`src/rtl/miss_refill_arbiter_if.sv`:
```
// Cache-miss refill bus: I-cache and D-cache request/fill ports plus the
// shared external memory port, as seen by miss_refill_arbiter.
// "slave" is the arbiter's view; "master" is the view of the caches and
// memory that surround it.
interface miss_refill_arbiter_if #(
  parameter int IDX_W = 2
);
  // I-cache side
  logic             i_ic_req;
  logic [31:0]      i_ic_addr;
  logic             o_ic_fill_we;
  logic [IDX_W-1:0] o_ic_fill_idx;
  logic [31:0]      o_ic_fill_data;
  logic             o_ic_done;
  // D-cache side
  logic             i_dc_req;
  logic             i_dc_we;
  logic [31:0]      i_dc_addr;
  logic [31:0]      i_dc_wdata;
  logic             o_dc_fill_we;
  logic [IDX_W-1:0] o_dc_fill_idx;
  logic [31:0]      o_dc_fill_data;
  logic             o_dc_done;
  // External memory port
  logic             o_mem_req;
  logic             o_mem_we;
  logic [31:0]      o_mem_addr;
  logic [31:0]      o_mem_wdata;
  logic             i_mem_gnt;
  logic             i_mem_rvalid;
  logic [31:0]      i_mem_rdata;

  modport slave (
    input  i_ic_req, i_ic_addr,
    output o_ic_fill_we, o_ic_fill_idx, o_ic_fill_data, o_ic_done,
    input  i_dc_req, i_dc_we, i_dc_addr, i_dc_wdata,
    output o_dc_fill_we, o_dc_fill_idx, o_dc_fill_data, o_dc_done,
    output o_mem_req, o_mem_we, o_mem_addr, o_mem_wdata,
    input  i_mem_gnt, i_mem_rvalid, i_mem_rdata
  );

  modport master (
    output i_ic_req, i_ic_addr,
    input  o_ic_fill_we, o_ic_fill_idx, o_ic_fill_data, o_ic_done,
    output i_dc_req, i_dc_we, i_dc_addr, i_dc_wdata,
    input  o_dc_fill_we, o_dc_fill_idx, o_dc_fill_data, o_dc_done,
    input  o_mem_req, o_mem_we, o_mem_addr, o_mem_wdata,
    output i_mem_gnt, i_mem_rvalid, i_mem_rdata
  );
endinterface

```
`src/rtl/miss_refill_arbiter.sv`:
```
// Shared memory-port arbiter for I-cache and D-cache misses.
// D-side wins ties; the owner keeps the port until its transaction is done.
// Line refills issue one word read at a time (one outstanding request) and
// hand each returned word to the owning cache one cycle after it arrives.
// D-side stores are forwarded as a single word-aligned write.
module miss_refill_arbiter #(
  parameter int LINE_WORDS = 4,
  parameter int IDX_W      = 2
) (
  input  logic                  Clk,
  input  logic                  Rst,
  miss_refill_arbiter_if.slave  bus
);

  localparam int DATA_W = 32;
  localparam logic [DATA_W-1:0] LINE_MASK  = ~((DATA_W'(LINE_WORDS) * 32'd4) - 32'd1);
  localparam logic [DATA_W-1:0] WORD_MASK  = 32'hFFFF_FFFC;
  localparam logic [IDX_W-1:0]  LAST_IDX   = IDX_W'(LINE_WORDS - 1);

  typedef enum logic [1:0] {
    ST_IDLE,
    ST_ISSUE,
    ST_WAIT,
    ST_DONE
  } state_t;

  typedef enum logic [1:0] {
    OWN_NONE,
    OWN_I,
    OWN_D
  } owner_t;

  state_t             state, state_nxt;
  owner_t             owner, owner_nxt;
  logic               op_we, op_we_nxt;
  logic [DATA_W-1:0]  base, base_nxt;
  logic [DATA_W-1:0]  wdata, wdata_nxt;
  logic [IDX_W-1:0]   idx, idx_nxt;

  // Captured refill word, presented to the owning cache one cycle after rvalid.
  logic               vld_p1;
  logic [IDX_W-1:0]   fill_idx_p1;
  logic [DATA_W-1:0]  fill_data_p1;

  logic               issuing;
  logic               rd_accept;

  assign issuing   = (state == ST_ISSUE);
  assign rd_accept = (state == ST_WAIT) && bus.i_mem_rvalid;

  // Transaction state register: FSM, owner, opcode, line base, store data, word index.
  always_ff @(posedge Clk or negedge Rst) begin
    if (!Rst) begin
      state <= ST_IDLE;
      owner <= OWN_NONE;
      op_we <= 1'b0;
      base  <= '0;
      wdata <= '0;
      idx   <= '0;
    end else begin
      state <= state_nxt;
      owner <= owner_nxt;
      op_we <= op_we_nxt;
      base  <= base_nxt;
      wdata <= wdata_nxt;
      idx   <= idx_nxt;
    end
  end

  // Next-state logic: arbitration in IDLE, grant wait in ISSUE, data wait in WAIT.
  always_comb begin
    state_nxt = state;
    owner_nxt = owner;
    op_we_nxt = op_we;
    base_nxt  = base;
    wdata_nxt = wdata;
    idx_nxt   = idx;
    case (state)
      ST_IDLE: begin
        idx_nxt = '0;
        if (bus.i_dc_req) begin
          owner_nxt = OWN_D;
          op_we_nxt = bus.i_dc_we;
          base_nxt  = bus.i_dc_we ? (bus.i_dc_addr & WORD_MASK) : (bus.i_dc_addr & LINE_MASK);
          wdata_nxt = bus.i_dc_wdata;
          state_nxt = ST_ISSUE;
        end else if (bus.i_ic_req) begin
          owner_nxt = OWN_I;
          op_we_nxt = 1'b0;
          base_nxt  = bus.i_ic_addr & LINE_MASK;
          wdata_nxt = '0;
          state_nxt = ST_ISSUE;
        end
      end
      ST_ISSUE: begin
        if (bus.i_mem_gnt) begin
          state_nxt = op_we ? ST_DONE : ST_WAIT;
        end
      end
      ST_WAIT: begin
        if (bus.i_mem_rvalid) begin
          if (idx == LAST_IDX) begin
            state_nxt = ST_DONE;
          end else begin
            idx_nxt   = idx + 1'b1;
            state_nxt = ST_ISSUE;
          end
        end
      end
      ST_DONE: begin
        state_nxt = ST_IDLE;
        owner_nxt = OWN_NONE;
        idx_nxt   = '0;
      end
      default: begin
        state_nxt = ST_IDLE;
        owner_nxt = OWN_NONE;
        idx_nxt   = '0;
      end
    endcase
  end

  // ---- stage p1: registered refill word ----
  // Capture each returned word with its line index; hold data between fills.
  always_ff @(posedge Clk or negedge Rst) begin
    if (!Rst) begin
      vld_p1       <= 1'b0;
      fill_idx_p1  <= '0;
      fill_data_p1 <= '0;
    end else begin
      vld_p1 <= rd_accept;
      if (rd_accept) begin
        fill_idx_p1  <= idx;
        fill_data_p1 <= bus.i_mem_rdata;
      end
    end
  end

  // Memory port is only driven while a request is being offered.
  assign bus.o_mem_req   = issuing;
  assign bus.o_mem_we    = issuing && op_we;
  assign bus.o_mem_addr  = issuing ? (base + (DATA_W'(idx) << 2)) : '0;
  assign bus.o_mem_wdata = (issuing && op_we) ? wdata : '0;

  // Fill and done outputs reach only the current owner.
  assign bus.o_ic_fill_we   = vld_p1 && (owner == OWN_I);
  assign bus.o_ic_fill_idx  = (owner == OWN_I) ? fill_idx_p1 : '0;
  assign bus.o_ic_fill_data = (owner == OWN_I) ? fill_data_p1 : '0;
  assign bus.o_ic_done      = (state == ST_DONE) && (owner == OWN_I);

  assign bus.o_dc_fill_we   = vld_p1 && (owner == OWN_D);
  assign bus.o_dc_fill_idx  = (owner == OWN_D) ? fill_idx_p1 : '0;
  assign bus.o_dc_fill_data = (owner == OWN_D) ? fill_data_p1 : '0;
  assign bus.o_dc_done      = (state == ST_DONE) && (owner == OWN_D);

endmodule

```
`src/flat_wrapper.sv`:
```
// flat-port wrapper written by rule: the top's interface ports become plain ports
module miss_refill_arbiter_flat 
#(
  parameter int LINE_WORDS = 4,
  parameter int IDX_W      = 2
)
  (Clk, Rst, bus_i_ic_req, bus_i_ic_addr, bus_o_ic_fill_we, bus_o_ic_fill_idx, bus_o_ic_fill_data, bus_o_ic_done, bus_i_dc_req, bus_i_dc_we, bus_i_dc_addr, bus_i_dc_wdata, bus_o_dc_fill_we, bus_o_dc_fill_idx, bus_o_dc_fill_data, bus_o_dc_done, bus_o_mem_req, bus_o_mem_we, bus_o_mem_addr, bus_o_mem_wdata, bus_i_mem_gnt, bus_i_mem_rvalid, bus_i_mem_rdata);
  miss_refill_arbiter_if #(.IDX_W(IDX_W)) bus_i ();
  input  logic Clk;
  input  logic Rst;
  input wire logic [$bits(bus_i.i_ic_req)-1:0] bus_i_ic_req;
  input wire logic [$bits(bus_i.i_ic_addr)-1:0] bus_i_ic_addr;
  output wire logic [$bits(bus_i.o_ic_fill_we)-1:0] bus_o_ic_fill_we;
  output wire logic [$bits(bus_i.o_ic_fill_idx)-1:0] bus_o_ic_fill_idx;
  output wire logic [$bits(bus_i.o_ic_fill_data)-1:0] bus_o_ic_fill_data;
  output wire logic [$bits(bus_i.o_ic_done)-1:0] bus_o_ic_done;
  input wire logic [$bits(bus_i.i_dc_req)-1:0] bus_i_dc_req;
  input wire logic [$bits(bus_i.i_dc_we)-1:0] bus_i_dc_we;
  input wire logic [$bits(bus_i.i_dc_addr)-1:0] bus_i_dc_addr;
  input wire logic [$bits(bus_i.i_dc_wdata)-1:0] bus_i_dc_wdata;
  output wire logic [$bits(bus_i.o_dc_fill_we)-1:0] bus_o_dc_fill_we;
  output wire logic [$bits(bus_i.o_dc_fill_idx)-1:0] bus_o_dc_fill_idx;
  output wire logic [$bits(bus_i.o_dc_fill_data)-1:0] bus_o_dc_fill_data;
  output wire logic [$bits(bus_i.o_dc_done)-1:0] bus_o_dc_done;
  output wire logic [$bits(bus_i.o_mem_req)-1:0] bus_o_mem_req;
  output wire logic [$bits(bus_i.o_mem_we)-1:0] bus_o_mem_we;
  output wire logic [$bits(bus_i.o_mem_addr)-1:0] bus_o_mem_addr;
  output wire logic [$bits(bus_i.o_mem_wdata)-1:0] bus_o_mem_wdata;
  input wire logic [$bits(bus_i.i_mem_gnt)-1:0] bus_i_mem_gnt;
  input wire logic [$bits(bus_i.i_mem_rvalid)-1:0] bus_i_mem_rvalid;
  input wire logic [$bits(bus_i.i_mem_rdata)-1:0] bus_i_mem_rdata;
  assign bus_i.i_ic_req = bus_i_ic_req;
  assign bus_i.i_ic_addr = bus_i_ic_addr;
  assign bus_o_ic_fill_we = bus_i.o_ic_fill_we;
  assign bus_o_ic_fill_idx = bus_i.o_ic_fill_idx;
  assign bus_o_ic_fill_data = bus_i.o_ic_fill_data;
  assign bus_o_ic_done = bus_i.o_ic_done;
  assign bus_i.i_dc_req = bus_i_dc_req;
  assign bus_i.i_dc_we = bus_i_dc_we;
  assign bus_i.i_dc_addr = bus_i_dc_addr;
  assign bus_i.i_dc_wdata = bus_i_dc_wdata;
  assign bus_o_dc_fill_we = bus_i.o_dc_fill_we;
  assign bus_o_dc_fill_idx = bus_i.o_dc_fill_idx;
  assign bus_o_dc_fill_data = bus_i.o_dc_fill_data;
  assign bus_o_dc_done = bus_i.o_dc_done;
  assign bus_o_mem_req = bus_i.o_mem_req;
  assign bus_o_mem_we = bus_i.o_mem_we;
  assign bus_o_mem_addr = bus_i.o_mem_addr;
  assign bus_o_mem_wdata = bus_i.o_mem_wdata;
  assign bus_i.i_mem_gnt = bus_i_mem_gnt;
  assign bus_i.i_mem_rvalid = bus_i_mem_rvalid;
  assign bus_i.i_mem_rdata = bus_i_mem_rdata;
  miss_refill_arbiter #(.LINE_WORDS(LINE_WORDS), .IDX_W(IDX_W)) u_core (.Clk(Clk), .Rst(Rst), .bus(bus_i));
endmodule
```
`config.mk`:
```
export PLATFORM = sky130hd
export DESIGN_NAME = miss_refill_arbiter_flat
export DESIGN_NICKNAME = d
export VERILOG_FILES = /design/src/rtl/miss_refill_arbiter_if.sv /design/src/rtl/miss_refill_arbiter.sv /design/src/flat_wrapper.sv
export SDC_FILE = /design/constraint.sdc
export NUM_CORES = 1
export LEC_CHECK = 0
export CAP_MARGIN = 25
export CORE_MARGIN = 2
export CORE_UTILIZATION = 40
export CTS_CLUSTER_DIAMETER = 80
export DETAILED_ROUTE_END_ITERATION = 16
export HOLD_SLACK_MARGIN = 0.03
export PLACE_DENSITY = 0.79
export RECOVER_POWER = 50
export SLEW_MARGIN = 40
export SYNTH_ARGS = -nofsm -noshare
export SYNTH_HDL_FRONTEND = slang
export SYNTH_SLANG_ARGS = --single-unit
```
`constraint.sdc`:
```
create_clock -name Clk -period 3.35 [get_ports Clk]
set_clock_uncertainty 0.05 [all_clocks]
set_input_delay 0.67 -clock Clk [delete_from_list [all_inputs] [get_ports Clk]]
set_output_delay 0.67 -clock Clk [all_outputs]
set_load 0.03 [all_outputs]
```
=== Word level (Yosys, flattened, before mapping) ===
Index checks and enable logic that the tools add are counted.
Widths: inputs -> output; s select.

* Memories kept: 0
* Bits in writable memories: 0
* Bits of input ports: 135
* Memory bits (read-only): 0
* Latch bits: 0
* Output and inout port bits: 138
* Bits in registers: 106

* Divide/modulo/power cells: 0
* Order comparisons: 0
* Bitwise gates (word level): 0
* Add/sub/neg operators: 2
* Eq/ne operators: 10
* Reductions and logical operators: 15
* Shift-type cells: 0
* Mux-type cells: 25
* Multipliers: 0

{| class="wikitable"
|+ Operators with widths
! kind !! number
|-
| $mux 32 || 8
|-
| $add 32x4->32 || 1
|-
| $mux 2 || 10
|-
| $eq 2x2->1 const B || 4
|-
| $pmux 2 s2 || 2
|-
| $pmux 2 s4 || 1
|-
| $logic_and 1x1->1 || 6
|-
| $ne 2x2->1 const B || 3
|-
| $reduce_and 3->1 || 2
|-
| $reduce_bool 2->1 || 3
|-
| $eq 2x1->1 const B || 2
|-
| $mux 4 || 1
|-
| $reduce_and 2->1 || 2
|-
| $mux 1 || 3
|-
| $ne 3x3->1 const B || 1
|-
| $add 2x1->2 const B || 1
|-
| $logic_not 2->1 || 1
|-
| $reduce_or 2->1 || 1
|}

=== Depth between registers and ports, before layout ===
Gate-level depths: netlist (run 1).

* Depth after elaboration: 4
* Depth in mapped cells: 7
* Depth with buffers taken out: 6

=== Least setup slack after synthesis (run 1) ===
Ideal clock, no wire load.

* Path type: register to output
* Start point: register u_core.idx[0]
* End point: output bus_o_mem_addr[22]
* Data arrival time: 2.459 ns
* Data required time: 2.630 ns
* Cell stages (with the launch flop): 8
* Setup slack: 0.171 ns
* Cells stage by stage: dfrtp_1 ha_1 fa_1 and4_1 clkbuf_1 nand3_1 or4_1 a21oi_1

* Longest elaborated chain between the ends: 2

{| class="wikitable"
|+ RTL lines
! what !! line !! RTL
|-
| start: declaration || miss_refill_arbiter.sv:38 || <nowiki>logic [IDX_W-1:0] idx, idx_nxt;</nowiki>
|-
| start signal: assignment || miss_refill_arbiter.sv:66 || <nowiki>idx <= idx_nxt;</nowiki>
|-
| $add 32x4->32 || miss_refill_arbiter.sv:142 || <nowiki>assign bus.o_mem_addr = issuing ? (base + (DATA_W'(idx) << 2)) : '0;</nowiki>
|-
| $mux 32 || miss_refill_arbiter.sv:142 ||
|-
| end: declaration || flat_wrapper.sv:27 || <nowiki>output wire logic [$bits(bus_i.o_mem_addr)-1:0] bus_o_mem_addr;</nowiki>
|}

Every way passes these cells.

=== Final worst setup path (run 1) ===
* Start point: register u_core.base[3]
* End point: output bus_o_mem_addr[25]

* Longest elaborated chain between the ends: 2

{| class="wikitable"
|+ RTL lines
! what !! line !! RTL
|-
| start: declaration || miss_refill_arbiter.sv:36 || <nowiki>logic [DATA_W-1:0] base, base_nxt;</nowiki>
|-
| start signal: assignment || miss_refill_arbiter.sv:64 || <nowiki>base <= base_nxt;</nowiki>
|-
| $add 32x4->32 || miss_refill_arbiter.sv:142 ||
|-
| $mux 32 || miss_refill_arbiter.sv:142 ||
|}

Every way passes these cells.

==> results of run 1 <==
==> through the flow <==
stage               hold WS (ps)  setup slack, ps
floorplan                    324              171
global placement             430              214
finish                       449             53.1
global route                 467            -12.7
detailed placement           436              180
CTS                          207            -6.67
==> per-layer routing <==
layer	GRT usage (%)	wire length, µm
met1	26.3	6700
met2	36.9	7830
met3	4.46	1170
met4	7.90	319
met5	0	0
==> area by class of cell <==
class                   instances  share of cell area [%]
clock buffers                  10                    2.72
flip-flops and latches        104                    29.6
inverters                       9                   0.384
clock inverters                 5                   0.712
multi-input cells             408                    32.9
well taps                     180                    2.56
repair buffers                283                    31.1
==> cells by family (layout without fill, tap and decap cells) <==
logic type               Yosys count  after routing  synth area share [%]
AND/OR/NAND/NOR                  217            217                  21.7
flip-flops                       104            104                  46.1
AO/OA/AOI/OAI                    103            103                  12.2
multiplexers                      65             65                  12.3
buffers and inverters             53            307                  3.72
XOR/XNOR                          13             13                  2.02
adder cells (fa/ha/maj)            8              8                  1.91
other                              1              2                0.0665
==> cell usage in the layout, fill, tap and decap left out, types with 9 or more instances in the layout <==
cell type          n
a21oi_1           14
a22o_1            33
and2_1            77
and3_1            36
buf_4             36
clkbuf_16          9
clkdlybuf4s50_1  234
dfrtp_1          103
mux2_2            35
mux2i_1           30
nand2_1           44
nor2_1            16
o21ai_0           36
==> final timing paths <==
path,startpoint,to,slack (ps)
worst max-delay path,u_core.base[3],bus_o_mem_addr[25],50
max in group asynchronous,Rst,u_core.wdata[30],1170
min in group asynchronous,Rst,u_core.fill_data_p1[9],700
worst min-delay path,u_core.wdata[31],u_core.wdata[31],450
worst max register to register,u_core.state[0],u_core.fill_data_p1[2],510
worst min register to register,u_core.wdata[31],u_core.wdata[31],450
==> report_power, final <==
part           switching (µW)  total, µW  internal [µW]
combinational            2040       3720           1680
sequential                505       2340           1830
clock                     459       1060            601
total                    3010       7120           4110
==> sequential cells by signal, indices dropped and copies added, names as in the netlist, 2 cells and up <==
| signal | flops |
|---|---|
| u_core.base | 30 |
| u_core.fill_data_p1 | 32 |
| u_core.idx | 2 |
| u_core.owner | 2 |
| u_core.wdata | 32 |
| u_core.fill_idx_p1 | 2 |
| u_core.state | 2 |
==> timing repair <==
item                                    CTS  global route
pin swaps                                 5             4
endpoints found under the setup margin   10             9
setup buffers                             2             1
gates resized for setup                   8             9
endpoints found under the hold margin     0             0
==> impl_metrics.tcl, run 1 <==
set metrics [dict create \
    multi_input_area_um2 2900 \
    yosysMostFrequentCell "dfrtp_1" \
    htreeDepth 3 \
    cpPeakStageDelay_ps 550 \
    clock_sinks 104 \
    wl_per_cell_um 16.0 \
    dp_cells 981 \
    diodes 0 \
    syn_area_per_cell_um2 10.0 \
    grt_usage_pct 21.4 \
    post_layout_nonfiller_instances 999 \
    final_area_um2 8790 \
    cp_top_family "simple AND/OR/NAND/NOR gates" \
    synth_edf_count 0 \
    clockRootBuffer "clkbuf_16" \
    worstSetupPathDepth 7 \
    grt_max_degree 57 \
    cp_slowest_cell "or4b_4" \
    start_util_pct 40.8 \
    min_path_type "flip-flop to flip-flop" \
    die-height_um 123 \
    yosys_register_bits 104 \
    grt_overflow 0 \
    seq_area_um2 2600 \
    hold_path_depth 1 \
    hold_viol 0 \
    setup_violations 0 \
    synth_top_cell_by_area "dfrtp_1" \
    clockBufferDepth 2 \
    async_reset_ff_share_pct 100 \
    clock_latency_ps 340 \
    arrival_ps 2580 \
    synthDistinctLibCells 41 \
    clkTransAtPathRegs_ps 70 \
    tightestPinTransition_ps 1860 \
    synth_common_cells "104 x dfrtp_1, 78 x and2_1, 44 x nand2_1, 39 x clkbuf_1, 36 x and3_1" \
    fin_nets 958 \
    crit_required_ps 2630 \
    path_buf_inv 2 \
    ys.flop_type "dfrtp_1" \
    synth_area_leaders "dfrtp_1 46%, and2_1 8.6%, mux2_2 7.0%, mux2i_1 5.3%, a22o_1 5.1%" \
    relSlewSlack_pct -23.7 \
    netlist_instances 564 \
    grt_pass1_vias 5064 \
    setup_tns_ps 0 \
    syn2layout_area_growth_pct 55.7 \
    ys_warn_count 0 \
    portBuffers 264 \
    cts_made_buffers 9 \
    place_congestion 0.809 \
    cp_common_cell "a21oi_2" \
    min_period_ps 3300 \
    outcome "complete, but fails checks" \
    worst-path-max-fanout 9 \
    antenna_left 0 \
    worstSetupStartpointType "flip-flop" \
    fill_cells 1063 \
    ir_worst_vdd_v 0.000312 \
    violations "capacitance limit, slew limit" \
    firstDrtPassIters 5 \
    drc_errors 0 \
    rows 43 \
    fin_util_pct 63.6 \
    synthesis.area_um2 5640 \
    post_dp_cell_area_um2 8410 \
    maxSlewViolCount 68 \
    finalPower_uw 7120 \
    powerDensity_nw_per_um2 810 \
    die_w_um 123 \
    routed_wl_um 16000 \
    ctsHoldBuffers 0 \
    endpoint_kind "output pin" \
    antenna_found_initial 0 \
    vias 5118 \
    ff2ff_path_depth 5 \
    ys_seq_area_share_pct 46.1 \
    crit_chain "ha_1, a21oi_2, or4b_4, buf_12, or4_4, a21oi_2, buf_6" \
    die_area_um2 15100 \
    drv_cap 2 \
    grt_pass1_wl_um 25200 \
    cts_tree "yes" \
    drt_iter0_drc 262 \
    critical_path_class "flip-flop to output pin" \
    layout-drive-gt1-share_pct 13.6 \
    synthDominantCellAreaShare_pct 46.1 \
    leakagePower_uw 0.00383 \
    via_per_inst 5.12 \
    fin_crit_sh_pct 98.4 \
    clock.fmax_mhz 303 \
    core_um2 13800 \
    dp_hpwl_um 11800 \
    io_pins 273 \
]
Note: power is estimated with default switching activity, not from simulation.
==> inputs of run 2 (changes only) <==
CORE_UTILIZATION = 41   (was 40)
GPL_ROUTABILITY_DRIVEN = 0   (was unset)
PLACE_DENSITY = 0.81   (was 0.79)
TNS_END_PERCENT = 30   (was unset)
==> run 2 against run 1 <==
Clock power fell by 4%; highest routed layer unchanged; hold slack worse by 1.5 ps; design area decreased by 0.83%; sequential power about the same; setup slack better by 36 ps; the run still ends with capacitance limit, slew limit left.
==> impl_metrics.tcl, run 2 (synthesis gave the netlist of run 1 again) <==
set metrics [dict create \
    ff2ff_setup_slack_ps 510 \
    violations "capacitance limit, slew limit" \
    worst-path-max-fanout 6 \
    critical_path_class "flip-flop to output pin" \
    cts_tree "yes" \
    clock.fmax_mhz 307 \
    seq_power_share_pct 32.8 \
    reg_top3 "u_core.fill_data_p1 (32), u_core.wdata (32), u_core.base (30)" \
    grt_setup_unrepaired "true" \
    antenna_found_initial 0 \
    die_area_um2 14700 \
    die_w_um 121 \
    clock_latency_ps 330 \
    crit_required_ps 2630 \
    hold_start "u_core.wdata[27]" \
    arrival_ps 2540 \
    final_common_cell "clkdlybuf4s50_1" \
    powerDensity_nw_per_um2 813 \
    final_area_um2 8720 \
    grt_overflow 0 \
    critPathLaunch "u_core.idx[1]" \
    grt_max_degree 57 \
    internal_power_uw 4090 \
    dp_hpwl_um 12300 \
    min_period_ps 3260 \
    routed_wl_um 16400 \
    portBuffers 264 \
    clkTransAtPathRegs_ps 70 \
    grt_pass1_vias 5226 \
    leakagePower_uw 0.00381 \
    ir_worst_vdd_v 0.000335 \
    firstDrtPassIters 4 \
    clockRootBuffer "clkbuf_16" \
    min_path_type "flip-flop to flip-flop" \
    maxSlewViolCount 36 \
    pwr-share-clk_pct 14.4 \
    grt_usage_pct 22.4 \
    core_um2 13300 \
    switching_share_pct 42.3 \
    clock_sinks 104 \
    final_cell_mix "234 x clkdlybuf4s50_1, 103 x dfrtp_1, 77 x and2_1" \
    antenna_left 0 \
    drc_errors 0 \
    drv_cap 1 \
    htreeDepth 3 \
    outcome "complete, but fails checks" \
    pwr-share-comb_pct 52.7 \
    timing.rr.start "u_core.state[0]" \
    worstSetupStartpointType "flip-flop" \
    relSlewSlack_pct -24.3 \
    die-height_um 121 \
    ctsHoldBuffers 0 \
    start_util_pct 42.3 \
    cts_made_buffers 9 \
    rows 42 \
    fin_nets 957 \
    vias 5197 \
    hold_viol 0 \
    layout-drive-gt1-share_pct 13.1 \
    syn2layout_area_growth_pct 54.5 \
    tightestPinTransition_ps 1870 \
    timing.hold.ws_ps 448 \
    grt_pass1_wl_um 26100 \
    io_pins 273 \
    clockBufferDepth 2 \
    fin_crit_sh_pct 97.3 \
    endpoint_kind "output pin" \
    p_sw_uw 3000 \
    drt_iter0_drc 257 \
    diodes 0 \
    post_dp_cell_area_um2 8400 \
    setup_violations 0 \
    wl_per_cell_um 16.5 \
    via_per_inst 5.23 \
]
## run 2: worst max-delay path, cell delays in order (launching register included)
cell     delay [ps]
dfrtp_1         390
ha_1            280
a21oi_1         100
or4b_4          550
buf_4           170
or4_1           400
a21oi_1         150
buf_4           180
## run 2: worst paths after layout
check                                     endpoint  depth (start not counted)
setup / recovery                bus_o_mem_addr[23]                          7
hold / removal                    u_core.wdata[27]                          1
setup reg to reg           u_core.fill_data_p1[13]                          5
hold reg to reg                   u_core.wdata[27]                          1
max in group asynchronous             u_core.op_we                          2
min in group asynchronous   u_core.fill_data_p1[5]                          1
## run 2: through the flow
stage	worst slack, ps	TNS (ps)	utilization, %	power (µW)	cells
final	89.1	0	65.3	7090	994
after global routing	-37.9	-59.7	65.3	7540	994
after CTS	1.15	0	65.4	7150	993
after detailed placement	227	0	63.0	6090	975
after global placement	273	0	62.9	5940	975
after floorplan	171	0	-	4580	565
## run 2: repair_timing
action                     in CTS  in global routing
setup buffers                   3                  1
setup endpoints to repair       6                 10
gates resized for setup         5                  6
pin swaps                       1                  3
## run 2: routing by layer
metal	up-vias	part of all wire (%)	wire, µm	track usage (%)
met5	-	0	0	0
met4	0	1.8	289	6.61
met3	26	7.5	1230	4.98
met2	227	50	8230	39.2
met1	2457	41	6660	27.7
li1	2487	-	-	-
## run 2: area by class of cell
| cell class | instances | area [µm²] |
|---|---|---|
| timing repair buffer | 282 | 2700 |
| sequential | 104 | 2600 |
| clock buffer | 10 | 229 |
| inverter | 9 | 33.8 |
| fill | 1067 | 4630 |
| clock inverter | 5 | 57.6 |
| multi-input combinational | 408 | 2880 |
| tap | 176 | 220 |
## run 2: power groups by stage
stage / logic [µW] / registers (µW) / clock network, µW
after floorplan: 2430 / 2150 / 0
after global placement: 3660 / 2280 / 0
after detailed placement: 3770 / 2330 / 0
after CTS: 3770 / 2320 / 1060
after global routing: 4020 / 2420 / 1100
final: 3740 / 2330 / 1020
